File: config.mk
export PLATFORM = sky130hd
export DESIGN_NAME = ccff_loader
export DESIGN_NICKNAME = d
export VERILOG_FILES = /design/src/rtl/ccff_pkg.sv /design/src/rtl/ccff_crc8.sv /design/src/rtl/ccff_loader.sv
export SDC_FILE = /design/constraint.sdc
export NUM_CORES = 1
export LEC_CHECK = 0
export ABC_AREA = 1
export CORE_ASPECT_RATIO = 1.2
export CORE_MARGIN = 10
export CORE_UTILIZATION = 53
export DETAILED_ROUTE_END_ITERATION = 6
export PLACE_DENSITY = 0.76
export RECOVER_POWER = 50
export SLEW_MARGIN = 30
export SYNTH_ARGS = -nofsm -noshare
export SYNTH_HDL_FRONTEND = slang
export SYNTH_HIERARCHICAL = 1
export SYNTH_SLANG_ARGS = --single-unit
File: constraint.sdc
create_clock -name prog_clk -period 5.1 [get_ports prog_clk]
set_clock_uncertainty 0.1 [all_clocks]
set_input_delay 1.02 -clock prog_clk [delete_from_list [all_inputs] [get_ports prog_clk]]
set_output_delay 1.02 -clock prog_clk [all_outputs]
set_load 0.05 [all_outputs]
File: src/rtl/ccff_pkg.sv
// Shared FSM state type and CRC-8 constants for the ccff chain loader.
// Defining CCFF_LOADER_VERIFY_EN adds the VERIFY state used for readback checking.
package ccff_pkg;

`ifdef CCFF_LOADER_VERIFY_EN
   typedef enum logic [1:0] {
      IDLE   = 2'd0,
      LOAD   = 2'd1,
      VERIFY = 2'd2,
      DONE   = 2'd3
   } ccff_state_t;
`else
   typedef enum logic [1:0] {
      IDLE   = 2'd0,
      LOAD   = 2'd1,
      DONE   = 2'd3
   } ccff_state_t;
`endif

   localparam logic [7:0] CRC8_POLY = 8'h07;
   localparam logic [7:0] CRC8_INIT = 8'h00;

   // One serial CRC-8 step, MSB-first feedback.
   function automatic logic [7:0] crc8_step(input logic [7:0] crc, input logic b);
      logic fb;
      fb = crc[7] ^ b;
      return {crc[6:0], 1'b0} ^ (fb ? CRC8_POLY : 8'h00);
   endfunction

endpackage

File: src/rtl/ccff_crc8.sv
// Serial CRC-8 accumulator: one bit per enabled clock, synchronous clear to init.
module ccff_crc8
   import ccff_pkg::*;
(
   input  logic       i_clk,
   input  logic       i_rst_n,
   input  logic       i_clr,
   input  logic       i_en,
   input  logic       i_bit,
   output logic [7:0] o_crc
);

   logic [7:0] r_crc;

   always_ff @(posedge i_clk or negedge i_rst_n) begin
      if (!i_rst_n) begin
         r_crc <= CRC8_INIT;
      end else if (i_clr) begin
         r_crc <= CRC8_INIT;
      end else if (i_en) begin
         r_crc <= crc8_step(r_crc, i_bit);
      end
   end

   assign o_crc = r_crc;

endmodule

File: src/rtl/ccff_loader.sv
// Streams bitstream words LSB-first into a ccff configuration chain.
// With CCFF_LOADER_VERIFY_EN the chain is rotated once more and its CRC compared.
//
// state  | meaning
// IDLE   | waiting for start; counters, buffer and err cleared on start
// LOAD   | accepting words and shifting CHAIN_LEN bits into the chain
// VERIFY | rotating the chain through itself, one shift every other cycle
// DONE   | one-cycle done pulse, err valid
module ccff_loader
   import ccff_pkg::*;
#(
   parameter int CHAIN_LEN = 18,
   parameter int WORD_W    = 8
) (
   input  logic              prog_clk,
   input  logic              pReset_n,
   input  logic              start,
   input  logic [WORD_W-1:0] din,
   input  logic              din_valid,
   output logic              din_ready,
   output logic              ccff_head,
   output logic              ccff_shift_en,
   input  logic              ccff_tail,
   output logic              busy,
   output logic              done,
   output logic              err
);

   localparam int CW = $clog2(((CHAIN_LEN > WORD_W) ? CHAIN_LEN : WORD_W) + 1);
   localparam logic [CW-1:0] LEN_C  = CW'(CHAIN_LEN);
   localparam logic [CW-1:0] WORD_C = CW'(WORD_W);
   localparam logic [CW-1:0] ONE_C  = CW'(1);

   ccff_state_t       r_state;
   logic [CW-1:0]     r_bit_cnt;
   logic [CW-1:0]     r_bits_left;
   logic [CW-1:0]     r_buf_cnt;
   logic [WORD_W-1:0] r_buf;
   logic              r_head;
   logic              r_shift_en;
   logic              r_done;
   logic              w_ready;
   logic              w_last_shift;
   logic [CW-1:0]     w_word_bits;

   // Buffer is "empty" once its last bit is on ccff_head, so words chain with no gap.
   assign w_ready      = (r_state == LOAD) && (r_buf_cnt == '0) && (r_bits_left != '0);
   assign w_last_shift = r_shift_en && (r_bit_cnt == ONE_C);
   assign w_word_bits  = (r_bits_left > WORD_C) ? WORD_C : r_bits_left;

`ifdef CCFF_LOADER_VERIFY_EN
   logic       r_err;
   logic [7:0] w_crc_load;
   logic [7:0] w_crc_ver;
   logic       w_crc_clr;

   assign w_crc_clr = (r_state == IDLE) && start;

   ccff_crc8 u_crc_load (
      .i_clk   (prog_clk),
      .i_rst_n (pReset_n),
      .i_clr   (w_crc_clr),
      .i_en    ((r_state == LOAD) && r_shift_en),
      .i_bit   (r_head),
      .o_crc   (w_crc_load)
   );

   ccff_crc8 u_crc_ver (
      .i_clk   (prog_clk),
      .i_rst_n (pReset_n),
      .i_clr   (w_crc_clr),
      .i_en    ((r_state == VERIFY) && r_shift_en),
      .i_bit   (ccff_tail),
      .o_crc   (w_crc_ver)
   );
`else
   logic w_unused_tail;
   assign w_unused_tail = ccff_tail;
`endif

   always_ff @(posedge prog_clk or negedge pReset_n) begin
      if (!pReset_n) begin
         r_state     <= IDLE;
         r_bit_cnt   <= '0;
         r_bits_left <= '0;
         r_buf_cnt   <= '0;
         r_buf       <= '0;
         r_head      <= 1'b0;
         r_shift_en  <= 1'b0;
         r_done      <= 1'b0;
`ifdef CCFF_LOADER_VERIFY_EN
         r_err       <= 1'b0;
`endif
      end else begin
         r_done <= 1'b0;
         case (r_state)
            IDLE: begin
               r_shift_en <= 1'b0;
               r_head     <= 1'b0;
               if (start) begin
                  r_state     <= LOAD;
                  r_bit_cnt   <= LEN_C;
                  r_bits_left <= LEN_C;
                  r_buf_cnt   <= '0;
                  r_buf       <= '0;
`ifdef CCFF_LOADER_VERIFY_EN
                  r_err       <= 1'b0;
`endif
               end
            end
            LOAD: begin
               if (r_shift_en) begin
                  r_bit_cnt <= r_bit_cnt - ONE_C;
               end
               if (w_last_shift) begin
                  r_shift_en <= 1'b0;
                  r_head     <= 1'b0;
`ifdef CCFF_LOADER_VERIFY_EN
                  r_state    <= VERIFY;
                  r_bit_cnt  <= LEN_C;
`else
                  r_state    <= DONE;
                  r_done     <= 1'b1;
`endif
               end else if (r_buf_cnt != '0) begin
                  r_head     <= r_buf[0];
                  r_buf      <= r_buf >> 1;
                  r_buf_cnt  <= r_buf_cnt - ONE_C;
                  r_shift_en <= 1'b1;
               end else if (din_valid && w_ready) begin
                  // Only the bits still owed to the chain are kept; the rest are dropped.
                  r_head      <= din[0];
                  r_buf       <= din >> 1;
                  r_buf_cnt   <= w_word_bits - ONE_C;
                  r_bits_left <= r_bits_left - w_word_bits;
                  r_shift_en  <= 1'b1;
               end else begin
                  r_shift_en <= 1'b0;
               end
            end
`ifdef CCFF_LOADER_VERIFY_EN
            // Head is registered, so each rotation step waits a cycle for the tail to settle.
            VERIFY: begin
               if (r_shift_en) begin
                  r_shift_en <= 1'b0;
                  r_bit_cnt  <= r_bit_cnt - ONE_C;
               end else if (r_bit_cnt == '0) begin
                  r_state <= DONE;
                  r_done  <= 1'b1;
                  r_head  <= 1'b0;
                  r_err   <= (w_crc_load != w_crc_ver);
               end else begin
                  r_head     <= ccff_tail;
                  r_shift_en <= 1'b1;
               end
            end
`endif
            DONE: begin
               r_state <= IDLE;
            end
            default: begin
               r_state    <= IDLE;
               r_shift_en <= 1'b0;
            end
         endcase
      end
   end

   assign din_ready     = w_ready;
   assign ccff_head     = r_head;
   assign ccff_shift_en = r_shift_en;
   assign done          = r_done;
`ifdef CCFF_LOADER_VERIFY_EN
   assign busy = (r_state == LOAD) || (r_state == VERIFY);
   assign err  = r_err;
`else
   assign busy = (r_state == LOAD);
   assign err  = 1'b0;
`endif

endmodule
==> flow_summary.yaml <==
power:
  peakVddDrop_mv: 0.496
  intPower_mw: 0.581
  power.density_mw_per_mm2: 638
  leakage_nw: 0.942
  switching_power_mw: 0.590
  clkPwrFrac_pct: 8.5
  p_seq_share_pct: 30.8
  pwr-share-comb_pct: 60.7
  sw_frac_of_total_pct: 50.4
clock_network:
  holdBufCountCts: 0
  path_clk_slew_ns: 0.16
  worstSkewPairLatency_ns: 0.33
  cts_tree: "built"
  htreeDepth: 1
  cts_num_sinks: 27
  postCtsSetupRepairBufs: 0
  cts_buffers: 3
  cts_buffer_depth: 2
  cts_resized: 0
  root_buffer: "clkbuf_4"
timing:
  worst_pin_slew_ns: 1.44
  fin_setup_tns_ns: 0
  setup_viol: 0
  finalCritPeriodShare_pct: 67.9
  relSlewSlack_pct: 4.15
  min_period_ns: 3.46
  slew_viol_final: 0
  max_freq_mhz: 289
  hold_viol: 0
  setup_slack_ns: 1.64
  whs_ns: 0.417
  rsz0062_at_grt: "false"
drt:
  vias_per_cell: 5.23
  drc: 0
  wl_mm: 3.34
  vias: 1334
  wl_per_cell_um: 13.1
  ant_nets: 0
  drt-pass1-iter-count: 4
  drtIter0Drc: 96
place:
  placed_area_sq_mm: 0.00181
  place.gp.congestion: 0.837
  hpwl_mm: 2.63
  numPortBuffers: 16
  pre_cts_ws_ns: 2.01
floorplan:
  die_area_sq_mm: 0.00565
  core-area_sq_mm: 0.00286
  die_x_um: 70.3
  rows: 21
  initial_core_util_pct: 56.2
  die_h_um: 80.4
  io-pin-count: 19
run_status:
  outcome: "completed"
global_route:
  grt_max_degree: 28
  grt_usage_pct: 12.0
  antenna_found_initial: 0
  grt_pass1_vias: 1304
  grt_pass1_wl_mm: 5.71
  overflow: 0
final_layout:
  drive_gt1_share_pct: 14.5
  design_area_sq_mm: 0.00184
  layout.nets: 239
  syn2layout_area_growth_pct: 14.1
  fin_util_pct: 64.1
  diodes: 0
synth:
  synthCells: 202
  synth_nets: 219
  ys.flop_type: "dfrtp_1"
  post-synth-top-count-cell: "nand2_1"
  synth.cell_area_sq_mm: 0.00161
  synth_cell_types: 34
  yosysSeqAreaShare_pct: 42.0
  synth_common_cells: "nand2_1, dfrtp_1, inv_1"
  synth_top_cell_by_area: "dfrtp_1"
  ys_warn_count: 6
  synth-seq-cells: 27
  avgSynthCellArea_sq_um: 7.97
  synth_edf_count: 0
  synth_top_area_share_pct: 42.0
  ys_top_cells_by_area: "dfrtp_1, nand2_1, inv_1, nor2_1, nand3_1"
  async_flop_share_pct: 100
worst_setup_path:
  reg2regPathDepth: 13
  reg2reg_from: "r_buf_cnt[1]"
  cpMaxStageDelayCell: "clkdlybuf4s50_1"
  criticalPathCategory: "reg2out"
  cp_max_fo: 17
  cp-end-kind: "output port"
  crit_chain: "nor2_1, nand3_4, nor3_1, clkdlybuf4s50_1"
  reg2reg_slack_ns: 3.17
  worstPathArrival_ns: 2.34
  cp.required_ns: 3.98
  r2r_end: "r_buf_cnt[4]"
  slowest_delay_ns: 0.84
  cp-start-kind: "flop"
hold_path:
  hold_end: "r_buf[6]"
  hp-class: "reg2reg"
  min_from: "r_buf[6]"
  hold_path_depth: 2
run:
  cap_viol_max_count: 0
-- cells in the final DEF, fill, tap and decap left out, drive strengths merged --
cell type      count
clkdlybuf4s50     15
a21oi              5
nand3             15
clkinv             1
inv               34
nor3               1
conb               2
nand2             50
xnor2              1
o21ai             14
mux2i              1
dlygate4sd3        1
nand3b             1
nand4              3
o22ai              9
nor2              29
o31ai              1
clkbuf             4
o21a               1
dfrtp             27
ha                 4
xor2               2
-- cell families (layout without fill, tap and decap cells) --
kind of cell	Yosys count	count (layout)	synth area share, %
fa+ha+maj	4	4	3.11
flops	27	27	42.0
other cells	2	2	0.466
buf+inv	36	55	9.63
compound gates	30	30	12.6
simple gates	99	99	30.0
xor+xnor	3	3	1.63
mux	1	1	0.622
-- stage by stage --
| stage | cells | power (mW) |
|---|---|---|
| floorplan | 202 | 0.919 |
| global placement | 251 | 1.05 |
| detailed placement | 251 | 1.08 |
| CTS | 255 | 1.18 |
| global route | 255 | 1.29 |
| finish | 255 | 1.17 |
-- worst max path at each step --
stage | from | to | slack [ns] | depth (start not counted)
floorplan | r_buf_cnt[3] | din_ready | 1.95 | 4
global placement | r_buf_cnt[3] | din_ready | 2.07 | 4
detailed placement | r_buf_cnt[3] | din_ready | 2.01 | 4
CTS | r_buf_cnt[3] | din_ready | 1.62 | 4
global route | r_buf_cnt[3] | din_ready | 1.56 | 4
finish | r_buf_cnt[3] | din_ready | 1.64 | 4
-- metal layers --
metal / GRT usage, % / share of wire (%) / vias to the layer above
met2: 22.2 / 52 / 24
met1: 12.7 / 43 / 625
met4: 4.74 / 1.8 / 0
met3: 2.83 / 3.8 / 6
li1: - / - / 679
met5: 0 / 0 / -
-- layout make-up --
| type | instances | area, sq um |
|---|---|---|
| sequential | 27 | 676 |
| multi-input combinational | 139 | 779 |
| clock buffer | 3 | 22.5 |
| fill | 255 | 1030 |
| timing repair buffer | 17 | 164 |
| inverter | 34 | 144 |
| tap | 34 | 42.5 |
| clock inverter | 1 | 8.76 |
-- state kept, by name, summed over array words and instances, names as in the netlist --
register,flops
r_state,2
ccff_shift_en,1
done,1
r_bits_left,5
r_buf,7
r_bit_cnt,5
ccff_head,1
r_buf_cnt,5
-- critical path, delay by kind of cell (launching register included) --
family        cells  cell delay, ns
buf+inv           1            0.84
flops             1            0.43
simple gates      3            0.74
-- power by group through the flow --
| stage | Combinational, mW | Sequential (mW) | Clock (mW) |
|---|---|---|---|
| global route | 0.806 | 0.371 | 0.112 |
| finish | 0.711 | 0.361 | 0.0994 |
| global placement | 0.687 | 0.360 | 0 |
| detailed placement | 0.711 | 0.365 | 0 |
| CTS | 0.714 | 0.361 | 0.102 |
| floorplan | 0.549 | 0.370 | 0 |
Note: power is estimated with default switching activity, not from simulation.
